--- src/rtl/rv32v_types_pkg.sv ---
// Shared RVV mask-unit types: the mask operation encoding used by decode and
// the mask streaming unit, plus the streaming unit's FSM state encoding.
package rv32v_types_pkg;

    typedef enum logic [3:0] {
        MASK_AND   = 4'd0,
        MASK_OR    = 4'd1,
        MASK_XOR   = 4'd2,
        MASK_POPC  = 4'd3,
        MASK_FIRST = 4'd4,
        MASK_SBF   = 4'd5,
        MASK_SIF   = 4'd6,
        MASK_SOF   = 4'd7,
        MASK_IOTA  = 4'd8
    } mask_op_t;

    typedef enum logic [1:0] {
        IDLE = 2'd0,
        RUN  = 2'd1,
        DONE = 2'd2
    } msu_state_t;

    // Scalar-result ops (vpopc/vfirst) never write a result chunk back.
    function automatic logic op_has_output(input mask_op_t op);
        return !(op == MASK_POPC || op == MASK_FIRST);
    endfunction

endpackage

--- src/rtl/mask_chunk_scan.sv ---
// Combinational scan of one mask chunk (already qualified by the active
// bits): lowest set position, whether any bit is set, the set-bit count and
// the mask of positions strictly below the first set bit (all ones if none).
module mask_chunk_scan #(
    parameter int CHUNK_W = 32
) (
    input  logic [CHUNK_W-1:0]         bits_i,
    output logic                       found_o,
    output logic [$clog2(CHUNK_W)-1:0] first_o,
    output logic [$clog2(CHUNK_W):0]   popcnt_o,
    output logic [CHUNK_W-1:0]         before_o
);

    localparam int LOG_CW = $clog2(CHUNK_W);

    // Priority scan from bit 0 upward, counting set bits along the way.
    always_comb begin
        // NOTE: every output gets a default before the loop so no path leaves
        // a value unassigned, which would otherwise infer a latch.
        found_o  = 1'b0;
        first_o  = '0;
        popcnt_o = '0;
        before_o = '0;
        for (int b = 0; b < CHUNK_W; b++) begin
            // NOTE: blocking assignments here are intentional: each iteration
            // must see the found/count values updated by the previous one.
            popcnt_o = popcnt_o + (LOG_CW + 1)'(bits_i[b]);
            if (!found_o) begin
                if (bits_i[b]) begin
                    found_o = 1'b1;
                    first_o = LOG_CW'(b);
                end else begin
                    before_o[b] = 1'b1;
                end
            end
        end
    end

endmodule

--- src/rtl/mask_stream_unit.sv ---
// RVV mask unit that streams a VLEN-bit mask register as CHUNK_W-bit chunks,
// one per cycle, carrying running popcount and first-found state across
// chunks for vpopc, vfirst, vmsbf/vmsif/vmsof, viota bases and mask logicals.
module mask_stream_unit
    import rv32v_types_pkg::*;
#(
    parameter int VLEN    = 128,
    parameter int CHUNK_W = 32,
    parameter int XLEN    = 32
) (
    input  logic                              clk_i,
    input  logic                              rst_i,
    input  logic                              start_i,
    input  mask_op_t                          mask_type_i,
    input  logic                              in_inv_i,
    input  logic                              out_inv_i,
    input  logic [$clog2(VLEN):0]             vl_i,
    input  logic                              in_valid_i,
    output logic                              in_ready_o,
    input  logic [CHUNK_W-1:0]                vs2_chunk_i,
    input  logic [CHUNK_W-1:0]                vs1_chunk_i,
    input  logic [CHUNK_W-1:0]                vm_chunk_i,
    output logic                              out_valid_o,
    input  logic                              out_ready_i,
    output logic [CHUNK_W-1:0]                out_chunk_o,
    output logic [CHUNK_W-1:0]                out_wen_o,
    output logic [$clog2(VLEN/CHUNK_W)-1:0]   out_idx_o,
    output logic [XLEN-1:0]                   iota_base_o,
    output logic [XLEN-1:0]                   scalar_res_o,
    output logic                              done_o,
    output logic                              busy_o
);

    localparam int VL_W   = $clog2(VLEN) + 1;
    localparam int IDX_W  = $clog2(VLEN / CHUNK_W);
    localparam int LOG_CW = $clog2(CHUNK_W);

    msu_state_t          state_q, state_d;
    mask_op_t            op_q;
    logic                in_inv_q, out_inv_q;
    logic [VL_W-1:0]     vl_q;
    logic [IDX_W-1:0]    idx_q;
    logic                all_acc_q;
    logic                found_q;
    logic [XLEN-1:0]     count_q, first_q;

    logic                out_valid_q;
    logic [CHUNK_W-1:0]  out_chunk_q, out_wen_q;
    logic [IDX_W-1:0]    out_idx_q;
    logic [XLEN-1:0]     iota_base_q;

    logic                accept, is_last, has_out;
    logic [CHUNK_W-1:0]  body, active, vs1_eff, logic_res, onehot, chunk_res, wen_res;
    logic                scan_found;
    logic [LOG_CW-1:0]   scan_first;
    logic [LOG_CW:0]     scan_cnt;
    logic [CHUNK_W-1:0]  scan_before;

    assign has_out    = op_has_output(op_q);
    assign in_ready_o = (state_q == RUN) && !all_acc_q && (!out_valid_q || out_ready_i);
    assign accept     = in_valid_i && in_ready_o;
    // The current chunk is the last one when the next chunk would start at or beyond vl.
    assign is_last    = (({1'b0, idx_q, {LOG_CW{1'b0}}} + VL_W'(CHUNK_W)) >= vl_q);

    // Body (element < vl) and active (body & v0) bits of the current chunk.
    always_comb begin
        body   = '0;
        active = '0;
        for (int b = 0; b < CHUNK_W; b++) begin
            body[b]   = ({1'b0, idx_q, LOG_CW'(b)} < vl_q);
            active[b] = body[b] & vm_chunk_i[b];
        end
    end

    mask_chunk_scan #(.CHUNK_W(CHUNK_W)) u_scan (
        .bits_i   (vs2_chunk_i & active),
        .found_o  (scan_found),
        .first_o  (scan_first),
        .popcnt_o (scan_cnt),
        .before_o (scan_before)
    );

    // Result chunk and write enables for the op latched at start.
    always_comb begin
        vs1_eff   = in_inv_q ? ~vs1_chunk_i : vs1_chunk_i;
        onehot    = scan_found ? (CHUNK_W'(1) << scan_first) : '0;
        logic_res = '0;
        chunk_res = '0;
        wen_res   = active;
        case (op_q)
            MASK_AND: logic_res = vs2_chunk_i & vs1_eff;
            MASK_OR:  logic_res = vs2_chunk_i | vs1_eff;
            MASK_XOR: logic_res = vs2_chunk_i ^ vs1_eff;
            default:  logic_res = '0;
        endcase
        case (op_q)
            MASK_AND, MASK_OR, MASK_XOR: begin
                chunk_res = out_inv_q ? ~logic_res : logic_res;
                wen_res   = body;
            end
            // Once the first set bit was seen in an earlier chunk, everything is 0.
            MASK_SBF:  chunk_res = found_q ? '0 : scan_before;
            MASK_SIF:  chunk_res = found_q ? '0 : (scan_before | onehot);
            MASK_SOF:  chunk_res = found_q ? '0 : onehot;
            MASK_IOTA: chunk_res = vs2_chunk_i;
            default:   chunk_res = '0;
        endcase
    end

    // Next-state logic; output ops leave RUN only once the last chunk has drained.
    always_comb begin
        state_d = state_q;
        case (state_q)
            IDLE: if (start_i) state_d = (vl_i == '0) ? DONE : RUN;
            RUN: begin
                if (accept && is_last && !has_out) begin
                    state_d = DONE;
                end else if (all_acc_q && (!out_valid_q || out_ready_i)) begin
                    state_d = DONE;
                end
            end
            DONE:    state_d = IDLE;
            default: state_d = IDLE;
        endcase
    end

    // State register.
    always_ff @(posedge clk_i or posedge rst_i) begin
        if (rst_i) begin
            // NOTE: sequential state uses non-blocking assignments so every
            // register samples pre-edge values, independent of block order.
            state_q <= IDLE;
        end else begin
            state_q <= state_d;
        end
    end

    // Op latch at start, chunk counter and cross-chunk accumulators.
    always_ff @(posedge clk_i or posedge rst_i) begin
        if (rst_i) begin
            op_q      <= MASK_AND;
            in_inv_q  <= 1'b0;
            out_inv_q <= 1'b0;
            vl_q      <= '0;
            idx_q     <= '0;
            all_acc_q <= 1'b0;
            found_q   <= 1'b0;
            count_q   <= '0;
            first_q   <= '0;
        end else if (state_q == IDLE && start_i) begin
            op_q      <= mask_type_i;
            in_inv_q  <= in_inv_i;
            out_inv_q <= out_inv_i;
            vl_q      <= vl_i;
            idx_q     <= '0;
            all_acc_q <= 1'b0;
            found_q   <= 1'b0;
            count_q   <= '0;
            first_q   <= '0;
        end else if (accept) begin
            idx_q   <= idx_q + IDX_W'(1);
            count_q <= count_q + XLEN'(scan_cnt);
            if (is_last) all_acc_q <= 1'b1;
            if (!found_q && scan_found) begin
                found_q <= 1'b1;
                first_q <= XLEN'({idx_q, scan_first});
            end
        end
    end

    // Single output register: loads on accept, holds until out_ready.
    always_ff @(posedge clk_i or posedge rst_i) begin
        if (rst_i) begin
            out_valid_q <= 1'b0;
            out_chunk_q <= '0;
            out_wen_q   <= '0;
            out_idx_q   <= '0;
            iota_base_q <= '0;
        end else if (accept && has_out) begin
            out_valid_q <= 1'b1;
            out_chunk_q <= chunk_res;
            out_wen_q   <= wen_res;
            out_idx_q   <= idx_q;
            iota_base_q <= count_q;
        end else if (out_ready_i) begin
            out_valid_q <= 1'b0;
        end
    end

    // Scalar result reflects the accumulators of the latched op.
    always_comb begin
        case (op_q)
            MASK_POPC:  scalar_res_o = count_q;
            MASK_FIRST: scalar_res_o = found_q ? first_q : '1;
            default:    scalar_res_o = '0;
        endcase
    end

    assign out_valid_o = out_valid_q;
    assign out_chunk_o = out_chunk_q;
    assign out_wen_o   = out_wen_q;
    assign out_idx_o   = out_idx_q;
    assign iota_base_o = iota_base_q;
    assign done_o      = (state_q == DONE);
    assign busy_o      = (state_q != IDLE);

endmodule

--- config.mk ---
export PLATFORM = sky130hd
export DESIGN_NAME = mask_stream_unit
export DESIGN_NICKNAME = d
export VERILOG_FILES = /design/src/rtl/rv32v_types_pkg.sv /design/src/rtl/mask_chunk_scan.sv /design/src/rtl/mask_stream_unit.sv
export SDC_FILE = /design/constraint.sdc
export NUM_CORES = 1
export LEC_CHECK = 0
export BUFFER_PORTS_ARGS = -buffer_cell sky130_fd_sc_hd__buf_2
export CORE_ASPECT_RATIO = 1.25
export CORE_MARGIN = 4
export CORE_UTILIZATION = 38
export DETAILED_ROUTE_END_ITERATION = 10
export PLACE_DENSITY = 0.55
export SLEW_MARGIN = 0
export SYNTH_ARGS = -nofsm -noshare
export SYNTH_HDL_FRONTEND = slang
export SYNTH_SLANG_ARGS = --single-unit
--- constraint.sdc ---
create_clock -name clk_i -period 10.6 [get_ports clk_i]
set_input_delay 0 -clock clk_i [delete_from_list [all_inputs] [get_ports clk_i]]
set_output_delay 0 -clock clk_i [all_outputs]
set_load 0.01 [all_outputs]
# Yosys cells after proc, flatten, opt, wreduce, memory -nomap -nowiden

Index checks and enable logic that the tools add are counted.

Bits in registers: 183
Bits in latches: 0
RAM bits: 0
ROM bits: 0
Output and inout port bits: 134
Logic and storage cells: 380
Memories: 0

Add/subtract/negate cells: 34
Multipliers: 0
Divide/modulo/power cells: 0
Magnitude comparators: 33
Eq/ne operators: 12
Shift-type cells: 1
Multiplexer cells: 219
Bitwise gates (word level): 39
Reduce and logical (&&, ||, !) cells: 27

Operator list:

| operator                                                              | count |
|---|---|
| 32-bit two-way mux                                                    | 13 |
| 5-bit two-way mux                                                     | 61 |
| 7-bit by 8-bit < comparator with 1-bit output                         | 32 |
| 6-bit by 1-bit adder with 6-bit output                                | 30 |
| 32-bit one-hot mux with 5 select lines                                | 1 |
| 1-bit two-way mux                                                     | 135 |
| 32-bit one-hot mux with 3 select lines                                | 1 |
| 32-bit bitwise AND                                                    | 2 |
| 32-bit inverter                                                       | 2 |
| 32-bit OR                                                             | 2 |
| 32-bit one-hot mux with 2 select lines                                | 1 |
| 32-bit by 6-bit adder with 32-bit output                              | 1 |
| 1-bit bitwise AND                                                     | 32 |
| 1-bit by 5-bit left shift with 32-bit output, first input constant    | 1 |
| 32-bit bitwise XOR                                                    | 1 |
| 4-bit by 3-bit equality test with 1-bit output, second input constant | 4 |
| 2-bit two-way mux                                                     | 6 |
| 2-bit nonzero test                                                    | 5 |
| 1-bit logical AND                                                     | 9 |
| 7-bit by 6-bit adder with 8-bit output, second input constant         | 1 |
| 4-bit by 2-bit equality test with 1-bit output, second input constant | 2 |
| 8-bit greater-or-equal comparator                                     | 1 |
| 8-bit zero test                                                       | 1 |
| 2-bit AND reduction                                                   | 3 |
| 14 further kinds                                                      | 18 |

# Depth between registers and ports, before layout

Gate-level depths: netlist of the first run.

Word-level depth: 70
Depth in mapped cells: 33

# Hierarchy

From an unflattened synthesis of the first run, not the netlist that was laid out.

Cell total of the unflattened synthesis: 1399
Area, all modules: 12484.5 µm²

By module, submodules not included:

| module           | times used | cells each | area each (µm²) | seq. area each (µm²) |
|---|---|---|---|---|
| mask_stream_unit | 1          | 1220       | 11091.9         | 3953.8 |
| mask_chunk_scan  | 1          | 179        | 1392.6          | 0.0 |

# Worst setup path after synthesis of the first run

Ideal clock, no wire load.

Kind: flip-flop to flip-flop
Start point: reg idx_q[0]
End point: reg count_q[28]
Library setup time: 78 ps
Data arrival time: 7962 ps
Data required time: 10522 ps
Setup slack: 2560 ps
Cell stages (with the launch flop): 30
Period minus slack after synthesis: 8040 ps
Cells stage by stage: dfrtp_1 inv_1 ha_1 nor2_1 o31a_1 buf_2 buf_2 buf_1 nor2_1 fa_1 inv_1 fa_1 inv_1 fa_1 inv_1 fa_1 fa_1 fa_1 fa_1 fa_1 fa_1 nor2b_1 o21ai_0 a21boi_0 o21ai_0 a21oi_1 nand3_1 or3_1 or3_1 a21oi_1

Cells in the longest elaborated chain, start to end: 37
Elaborated cells on any way between the ends: 99
Classes of those cells: add/sub (32); order compare (32); mux (2); bitwise (33)

Ends and longest elaborated chain:

| what                                                  | RTL line                | source |
|---|---|---|
| start: declaration                                    | mask_stream_unit.sv:42  | `logic [IDX_W-1:0] idx_q;` |
| start signal: assignment                              | mask_stream_unit.sv:161 | `idx_q <= idx_q + IDX_W'(1);` |
| 7-bit by 8-bit < comparator with 1-bit output         | mask_stream_unit.sv:70  | `body[b] = ({1'b0, idx_q, LOG_CW'(b)} < vl_q);` |
| 1-bit bitwise AND                                     | mask_stream_unit.sv:71  | `active[b] = body[b] & vm_chunk_i[b];` |
| 32-bit bitwise AND (*)                                | mask_stream_unit.sv:76  | `.bits_i (vs2_chunk_i & active),` |
| 1-bit by 1-bit adder with 2-bit output                | mask_chunk_scan.sv:27   | `popcnt_o = popcnt_o + (LOG_CW + 1)'(bits_i[b]);` |
| 6-bit by 1-bit adder with 6-bit output (29 in series) | mask_chunk_scan.sv:27   |  |
| 6-bit by 1-bit adder with 6-bit output (*)            | mask_chunk_scan.sv:27   |  |
| 32-bit by 6-bit adder with 32-bit output (*)          | mask_stream_unit.sv:162 | `count_q <= count_q + XLEN'(scan_cnt);` |
| 32-bit two-way mux (*)                                | mask_stream_unit.sv:160 | `end else if (accept) begin` |
| 32-bit two-way mux (*)                                | mask_stream_unit.sv:150 | `end else if (state_q == IDLE && start_i) begin` |
| end signal: assignment                                | mask_stream_unit.sv:162 |  |
| end: declaration                                      | mask_stream_unit.sv:45  | `logic [XLEN-1:0] count_q, first_q;` |

Mark *: on every way between the ends. The rest lies on a longest branch, timed or not. The select of a mux whose other input is x is not followed.
A chain may end at the register's enable or synchronous reset.

# Worst setup path after layout of the first run

Ends and elaborated chain as after synthesis.

==> flow_summary.yaml, run 1 <==
status:
  outcome: "finished, final reports clean"
timing:
  report.final.slew_viol_count: 0
  worst-slew-pin-transition_ps: 1013
  setup_viol: 0
  period_minus_slack_ps: 8749
  maxSlewHeadroom_pct: 32.31
  rsz0062_at_grt: "false"
  final.setup_skew_ps: 9.736
  fin_ws_ps: 1851
  maxClockFrequency_mhz: 114.3
  finalSetupTns_ps: 0
  finalHoldViolations: 0
  fin_crit_sh_pct: 82.54
route:
  dr.first_iter.drc_count: 856
  vias_per_cell: 5.596
  ant_nets: 0
  vias: 12030
  drc: 0
  drt-total-wl_microns: 48970
  wl_per_cell_microns: 22.79
  dr.pass1.iters: 5
power_and_ir_drop:
  total_power_w: 0.005663
  peakVddDrop_uv: 542.2
  leakage_nw: 7.783
  p_per_area_nw_per_um2: 367.1
grt:
  grt_max_degree: 104
  grt.overflow.total: 0
  grt_pass1_vias: 12330
  track_usage_pct: 26.84
  grt_pass1_wl_microns: 74150
  antenna_found_initial: 0
logic_synthesis:
  seq_area_frac_synth_pct: 30.93
  synthCells: 1475
  synth_cell_types: 92
  synth_top_cell_by_area: "dfrtp_1"
  synth_enable_flop_cells: 0
  avgSynthCellArea_sq_um: 8.666
  async_reset_ff_share_pct: 100.0
  yosysWarnings: 0
  synth_top_cell_area_share_pct: 30.93
  yosys_most_used_dff: "dfrtp_1"
  syn_area_sq_um: 12780
  syn_nets: 1702
  synthTopCellsByArea: "dfrtp_1, ha_1, nand2_1"
  ys_ff_latch: 158
clock_tree:
  cts_buffers: 17
  cts_max_level: 4
  clockRootBuffer: "clkbuf_16"
  max-clock-path-buffers: 2
  cts_tree: "built"
  cts_resized: 0
  cts_hold_buf: 48
  worst_skew_pair.late_latency_ps: 450
  path_clk_slew_ps: 70
  post_cts_buffers: 0
  clock_sink_count: 158
final_layout:
  final_cell_mix: "buf_2, nand2_1, dfrtp_1, inv_1, o21ai_0"
  mostFrequentLayoutCell: "buf_2"
  nNetsFinal: 1945
  fin_cells: 2149
  area_growth_pct: 20.67
  layout-drive-gt1-share_pct: 21.43
  final_util_pct: 46.80
  fillers: 3317
  diodes: 0
critical_path:
  cp.required_ps: 10970
  startpoint_type: "flip-flop"
  worstPathArrival_ps: 9120
  cp-end-kind: "flip-flop"
  crit_start: "idx_q[0]$_DFFE_PP0P_"
  crit_fanout: 7
  r2r_start: "idx_q[0]$_DFFE_PP0P_"
  criticalPathCategory: "reg -> reg"
floorplanning:
  io_pins: 249
  dieArea_sq_um: 36650
  chipHeight_microns: 213.1
  start_util_pct: 38.78
  die_w_microns: 172.0
  core_sq_um: 32960
  placementRows: 74
place:
  place_worst_setup_slack_ps: 1889
  place_congestion: 0.9896
  hpwl_microns: 37660
  portBuffers: 248
  dp_cells: 2069
min_path:
  min_path_type: "in -> reg"
  hp-start: "vm_chunk_i[1]"
flow_run:
  drv_cap: 0
## through the flow
step / instance area [sq um] / hold slack, ps
5_1_grt: 15420 / 57.70
3_3_place_gp: 14360 / 201.6
2_1_floorplan: 12780 / 105.4
4_1_cts: 15420 / 15.05
3_5_place_dp: 14360 / 202.0
6_report: 15420 / 13.78
## cell usage after synthesis, types with 8 or more instances
cell type / instances
a21o_1: 33
a21oi_1: 61
a222oi_1: 10
a22o_1: 11
a22oi_1: 26
and2_1: 19
and3_1: 10
buf_1: 15
buf_2: 8
clkbuf_1: 64
dfrtp_1: 158
fa_1: 25
ha_1: 87
inv_1: 129
mux2_2: 31
mux2i_1: 26
nand2_1: 172
nand2b_1: 18
nand3_1: 33
nand4_1: 13
nor2_1: 74
nor2b_1: 9
nor3_1: 11
o211ai_1: 13
o21ai_0: 102
o21ai_1: 12
o221ai_1: 20
o22ai_1: 38
o31ai_1: 11
or3_1: 12
xnor2_1: 69
xor2_1: 46
## logic make-up after synthesis
kind of cell | Yosys count | synth area share [%]
AO/OA/AOI/OAI | 405 | 21.62
multiplexers | 58 | 4.884
flip-flops | 158 | 30.93
AND/OR/NAND/NOR | 404 | 15.44
adder cells (fa/ha/maj) | 112 | 12.43
XOR/XNOR | 115 | 7.880
buffers and inverters | 223 | 6.813
## layer usage
| layer | vias to the layer above | global-route usage (%) | routed length, microns |
|---|---|---|---|
| met4 | 0 | 13.02 | 2469 |
| met5 | - | 0 | 0 |
| met3 | 90 | 5.019 | 2956 |
| met1 | 5834 | 31.38 | 18890 |
| met2 | 445 | 47.04 | 24660 |
| li1 | 5657 | - | - |
## worst paths after layout
path                                              end  slack, ps  depth (start not counted)
max reg2reg                   count_q[28]$_DFFE_PP0P_       1850                         24
min                          out_wen_o[1]$_DFFE_PP0P_         10                          3
max                           count_q[28]$_DFFE_PP0P_       1850                         24
min reg2reg                    state_q[1]$_DFFE_PP0P_        470                          1
max in group asynchronous  iota_base_o[4]$_DFFE_PP0P_       8880                          4
min in group asynchronous  out_chunk_o[6]$_DFFE_PP0P_        340                          3
## critical path: stages (launching register included)
cell,delay [ps]
dfrtp_1,410
inv_1,100
ha_1,410
or4b_4,590
o2111ai_1,470
ha_1,320
inv_1,60
fa_1,430
fa_1,550
fa_1,450
fa_1,500
fa_1,540
fa_1,430
fa_1,430
fa_1,490
fa_1,420
nor2b_1,120
o21ai_0,100
a21boi_0,270
o21ai_0,110
a21oi_1,260
nand3_1,260
or3_1,440
or3_1,330
a21oi_1,150
## registers in the layout (all words and copies together), names as in the netlist, 2 cells and up
register,cells
count_q,32
first_q,7
idx_q,2
iota_base_o,32
op_q,4
out_chunk_o,32
out_idx_o,2
out_wen_o,32
state_q,2
vl_q,8
## report_power, final
part	switching [W]	leakage, nW	internal, W
clock	0.000274	0.285	0.000362
sequential	0.000178	2.10	0.000770
combinational	0.00239	5.40	0.00169
## final cells by class
cell class / count / area (sq um) / share of cell area, %
clock buffer: 21 / 460.4 / 2.985
inverter: 132 / 501.7 / 3.253
multi-input combinational: 1094 / 7990 / 51.80
clock inverter: 11 / 128.9 / 0.8355
tap: 418 / 523.0 / 3.391
sequential: 158 / 3956 / 25.65
timing repair buffer: 315 / 1864 / 12.09
Power figures use the tool's default switching activity.
==> run 2, diff against run 1 <==
clock period = 8.3 ns   (was 10.6 ns; I/O delays follow)
==> flow_summary.yaml, run 2 (synthesis gave the netlist of run 1 again) <==
route:
  dr.first_iter.drc_count: 969
  drc: 0
  wl_per_cell_microns: 22.41
  vias: 12130
  dr.pass1.iters: 6
  ant_nets: 0
  drt-total-wl_microns: 48980
  vias_per_cell: 5.550
power_and_ir_drop:
  clockPowerShare_pct: 10.9
  p_seq_share_pct: 15.7
  comb_power_share_pct: 73.4
  intPower_w: 0.003755
  sw_frac_of_total_pct: 49.68
  peakVddDrop_uv: 667.5
  leakage_nw: 7.956
  power.switching_w: 0.003708
  p_per_area_nw_per_um2: 473.7
clock_tree:
  clock_sink_count: 158
  cts_tree: "built"
  clockRootBuffer: "clkbuf_16"
  max-clock-path-buffers: 2
  cts_buffers: 17
  worst_skew_pair.late_latency_ps: 450
  path_clk_slew_ps: 70
  cts_max_level: 4
place:
  dp_cells: 2103
  place_congestion: 0.9700
  hpwl_microns: 37970
  portBuffers: 248
floorplanning:
  chipHeight_microns: 213.1
  io_pins: 249
  start_util_pct: 38.78
  die_w_microns: 172.0
  dieArea_sq_um: 36650
  core_sq_um: 32960
  placementRows: 74
timing:
  finalHoldViolations: 0
  setup_viol: 0
  worst-slew-pin-transition_ps: 973.0
  fin_crit_sh_pct: 96.07
  final.setup_skew_ps: 12.07
  rsz0062_at_grt: "false"
  report.final.slew_viol_count: 0
  period_minus_slack_ps: 7973
  whs_ps: 10.89
  maxSlewHeadroom_pct: 34.97
  maxClockFrequency_mhz: 125.4
flow_run:
  drv_cap: 0
critical_path:
  startpoint_type: "flip-flop"
  cp-end-kind: "flip-flop"
  crit_fanout: 13
  critPathMaxStageDelay_ps: 570
  criticalPathCategory: "reg -> reg"
  slowest_stage: "fa_1"
  worstPathBufferInverterCount: 6
  critPathTopFamily: "adder cells"
  worstPathArrival_ps: 8330
  cp.required_ps: 8660
  crit_path_frequent_cell: "fa_1"
final_layout:
  layout-drive-gt1-share_pct: 24.00
  multiInputGateArea_sq_um: 8059
  fin_cells: 2185
  fillers: 3307
  area_growth_pct: 23.25
  final_util_pct: 47.79
  diodes: 0
  mostFrequentLayoutCell: "buf_2"
  final-seq-area_sq_um: 3956
  nNetsFinal: 1981
  final_cell_mix: "buf_2, nand2_1, dfrtp_1, inv_1, o21ai_0"
grt:
  antenna_found_initial: 0
  track_usage_pct: 26.44
  grt_pass1_vias: 12180
  grt_max_degree: 94
  grt.overflow.total: 0
  grt_pass1_wl_microns: 73560
min_path:
  min_path_type: "in -> reg"
status:
  outcome: "finished, final reports clean"
run 2: changes by cell type in the layout (fill, tap and decap cells not counted), sizes merged:
cell / delta
clkinv: -1
clkinvlp: +3
buf: +40
clkdlybuf4s15: +1
dlygate4sd3: -5
inv: -2
run 2: final cells by class:
| class | count | area share (%) |
|---|---|---|
| Clock inverter | 11 | 0.8578 |
| Clock buffer | 21 | 2.796 |
| Tap cell | 418 | 3.320 |
| Timing Repair Buffer | 351 | 13.57 |
| Sequential cell | 158 | 25.11 |
| Multi-Input combinational cell | 1094 | 51.16 |
| Inverter | 132 | 3.185 |
run 2: power by group through the flow:
stage / clock network [W] / logic, W / registers, W
final: 0.000812 / 0.00548 / 0.00117
after global routing: 0.000852 / 0.00611 / 0.00120
after CTS: 0.000825 / 0.00543 / 0.00117
after detailed placement: 0 / 0.00537 / 0.00119
after global placement: 0 / 0.00529 / 0.00118
after floorplan: 0 / 0.00382 / 0.00118
run 2: repair_timing:
item | in CTS | in global routing
cloned | 0 | 1
hold buffers | 43 | 0
resized for setup | 3 | 15
hold endpoints to repair | 135 | 0
endpoints found under the setup margin | 2 | 20
pin swaps | 0 | 2
setup buffers | 0 | 6
run 2: tightest hold or removal path, delay by kind of cell:
kind            cells  cell delay (ps)
compound gates      2              310
buf+inv             1              110
run 2: final timing paths:
check | slack, ps | cells after the start | start | endpoint
min in group asynchronous | 290 | 3 | rst_i | out_chunk_o[6]$_DFFE_PP0P_
max in group asynchronous | 6560 | 4 | rst_i | out_wen_o[10]$_DFFE_PP0P_
worst min register to register | 470 | 1 | state_q[1]$_DFFE_PP0P_ | state_q[1]$_DFFE_PP0P_
worst max-delay path | 330 | 27 | vl_q[5]$_DFFE_PP0P_ | count_q[30]$_DFFE_PP0P_
worst max register to register | 330 | 27 | vl_q[5]$_DFFE_PP0P_ | count_q[30]$_DFFE_PP0P_
worst min-delay path | 10 | 3 | vm_chunk_i[26] | out_wen_o[26]$_DFFE_PP0P_
run 2: stage by stage:
step / setup TNS, ps / instance area [sq um] / total power [W] / worst slack (ps)
global route: 0 / 15750 / 0.008165 / 32.61
CTS: 0 / 15640 / 0.007432 / 7.952
finish: 0 / 15750 / 0.007462 / 326.5
global placement: 0 / 14620 / 0.006468 / 108.7
floorplan: 0 / 12780 / 0.004993 / 260.0
detailed placement: -10.30 / 14620 / 0.006558 / -10.30
run 2: metal layers:
metal / vias to the layer above / global-route usage [%] / wire length, microns
met5: - / 0 / 0
li1: 5733 / - / -
met3: 92 / 3.537 / 2404
met2: 405 / 45.72 / 24200
met4: 0 / 12.91 / 2526
met1: 5896 / 32.31 / 19850
==> run 3, diff against run 2 <==
HOLD_SLACK_MARGIN = 0.08   (was default)
PLACE_DENSITY = 0.56   (was 0.55)
SYNTH_HIERARCHICAL = 1   (was default)
==> flow_summary.yaml, run 3 <==
logic_synthesis:
  async_reset_ff_share_pct: 100.0
  synth_top_family_by_area: "compound AO/OA/AOI/OAI gates"
  synth_top_cell_area_share_pct: 31.67
  synthTopCellsByArea: "dfrtp_1, ha_1, nand2_1"
  yosysWarnings: 6
  synth_top_cell_by_area: "dfrtp_1"
  avgSynthCellArea_sq_um: 8.924
  syn_area_sq_um: 12480
  synth-compound-area-share_pct: 24.21
  synth_enable_flop_cells: 0
  synthCells: 1399
  syn_nets: 1626
  synth_xor_area_share_pct: 2.876
  synthMuxAreaShare_pct: 6.324
  synth_adder_area_share_pct: 12.73
  seq_area_frac_synth_pct: 31.67
  yosys.area_share.simple_pct: 14.59
  yosys_most_used_dff: "dfrtp_1"
  synth.most_common_cell: "dfrtp_1"
  ys_ff_latch: 158
  synth_top_cells_by_count: "dfrtp_1, nand2_1, inv_1, ha_1, o21ai_0"
  synth_cell_types: 77
timing:
  finalHoldViolations: 0
  finalSetupTns_ps: 0
  period_minus_slack_ps: 7880
  rsz0062_at_grt: "false"
  report.final.slew_viol_count: 0
  maxSlewHeadroom_pct: 22.17
  setup_viol: 0
  maxClockFrequency_mhz: 126.9
  worst-slew-pin-transition_ps: 1168
  fin_crit_sh_pct: 94.94
  fin_ws_ps: 419.8
  final.setup_skew_ps: 14.52
  whs_ps: 117.4
final_layout:
  diodes: 0
  layout-drive-gt1-share_pct: 22.22
  area_growth_pct: 23.56
  mostFrequentLayoutCell: "buf_2"
  final_util_pct: 47.98
  final_cell_mix: "buf_2, dfrtp_1, nand2_1, inv_1, ha_1"
  nNetsFinal: 1902
place:
  portBuffers: 248
  place_congestion: 0.9374
  hpwl_microns: 34540
  place_worst_setup_slack_ps: 393.8
status:
  outcome: "finished, final reports clean"
critical_path:
  criticalPathCategory: "reg -> reg"
  crit_path_frequent_cell: "fa_1"
  startpoint_type: "flip-flop"
  critPathMaxStageDelay_ps: 720
  r2r_cells: 28
  worstPathArrival_ps: 8240
  crit_fanout: 12
  slowest_stage: "or4b_2"
  cp-end-kind: "flip-flop"
  cp.required_ps: 8660
  r2r_slack_ps: 420
  rr_endpoint: "count_q[17]$_DFFE_PP0P_"
  r2r_start: "idx_q[0]$_DFFE_PP0P_"
min_path:
  min_path_type: "in -> reg"
  hp-start: "vs2_chunk_i[5]"
  whs_endpoint: "out_chunk_o[5]$_DFFE_PP0P_"
  hold_path_depth: 4
clock_tree:
  path_clk_slew_ps: 70
  max-clock-path-buffers: 2
  clockRootBuffer: "clkbuf_16"
  clock_sink_count: 158
  worst_skew_pair.late_latency_ps: 440
  cts_buffers: 17
  cts_tree: "built"
  cts_max_level: 4
floorplanning:
  core_sq_um: 32150
  die_w_microns: 170.1
  start_util_pct: 38.83
  placementRows: 73
  dieArea_sq_um: 35840
  chipHeight_microns: 210.7
  io_pins: 249
grt:
  grt_max_degree: 110
  grt_pass1_vias: 12130
  antenna_found_initial: 1
  grt.overflow.total: 0
  track_usage_pct: 24.96
  grt_pass1_wl_microns: 70060
power_and_ir_drop:
  peakVddDrop_uv: 485.5
  leakage_nw: 7.835
  total_power_w: 0.006853
  p_per_area_nw_per_um2: 444.3
route:
  drc: 0
  drt-total-wl_microns: 45870
  dr.pass1.iters: 5
  dr.first_iter.drc_count: 1031
  wl_per_cell_microns: 21.84
  vias_per_cell: 5.730
  vias: 12030
  ant_nets: 0
flow_run:
  drv_cap: 0
[run 3: power breakdown]
group | switching [W] | total, W | internal, W
clock network | 0.000360 | 0.000787 | 0.000427
registers | 0.000246 | 0.00123 | 0.000987
logic | 0.00285 | 0.00483 | 0.00198
[run 3: cell type report]
| type | instances | area [sq um] |
|---|---|---|
| Sequential cell | 158 | 3958 |
| Clock buffer | 18 | 439.2 |
| Clock inverter | 14 | 131.4 |
| Fill cell | 3102 | 16720 |
| Timing Repair Buffer | 360 | 2287 |
| Tap cell | 412 | 515.5 |
| Inverter | 123 | 466.7 |
| Multi-Input combinational cell | 1015 | 7629 |
[run 3: repair_timing]
action,4_1_cts,5_1_grt
hold endpoints to repair,162,0
resized for setup,0,1
setup buffers,0,0
hold buffers,82,0
endpoints found under the setup margin,0,3
[run 3: logic make-up (layout without fill, tap and decap cells)]
logic type	after synthesis	after routing
buffers and inverters	226	515
adders and majority gates	112	112
DFF	158	158
AOI/OAI and AO/OA	422	422
xor gates and xnor gates	41	41
muxes	75	75
and+or+nand+nor	365	365
[run 3: worst max-delay path by stage]
stage / start / to / cells after the start
2_1_floorplan: idx_q[0]$_DFFE_PP0P_ / count_q[17]$_DFFE_PP0P_ / 32
3_5_place_dp: idx_q[0]$_DFFE_PP0P_ / count_q[16]$_DFFE_PP0P_ / 27
6_report: idx_q[0]$_DFFE_PP0P_ / count_q[17]$_DFFE_PP0P_ / 28
3_3_place_gp: idx_q[0]$_DFFE_PP0P_ / count_q[17]$_DFFE_PP0P_ / 28
5_1_grt: idx_q[0]$_DFFE_PP0P_ / count_q[23]$_DFFE_PP0P_ / 28
4_1_cts: idx_q[0]$_DFFE_PP0P_ / count_q[17]$_DFFE_PP0P_ / 28
[run 3: critical path: cells and delay by family, from the launching register on]
| family | cells | cell delay, ps |
|---|---|---|
| DFF | 1 | 430 |
| buffers and inverters | 6 | 520 |
| adders and majority gates | 10 | 4230 |
| AOI/OAI and AO/OA | 5 | 640 |
| xor gates and xnor gates | 1 | 130 |
| and+or+nand+nor | 6 | 1860 |
[run 3: through the flow]
step / instances / instance area [sq um]
floorplan: 1399 / 12480
global placement: 1986 / 14030
detailed placement: 1986 / 14030
CTS: 2100 / 15420
global route: 2100 / 15430
finish: 2100 / 15430
[run 3: layer usage]
metal / up-vias / wire length, microns / GRT usage (%)
met5: - / 13 / 0
met4: 2 / 1802 / 9.256
met3: 84 / 2981 / 4.979
met2: 439 / 23040 / 44.05
met1: 5880 / 18030 / 29.95
li1: 5628 / - / -
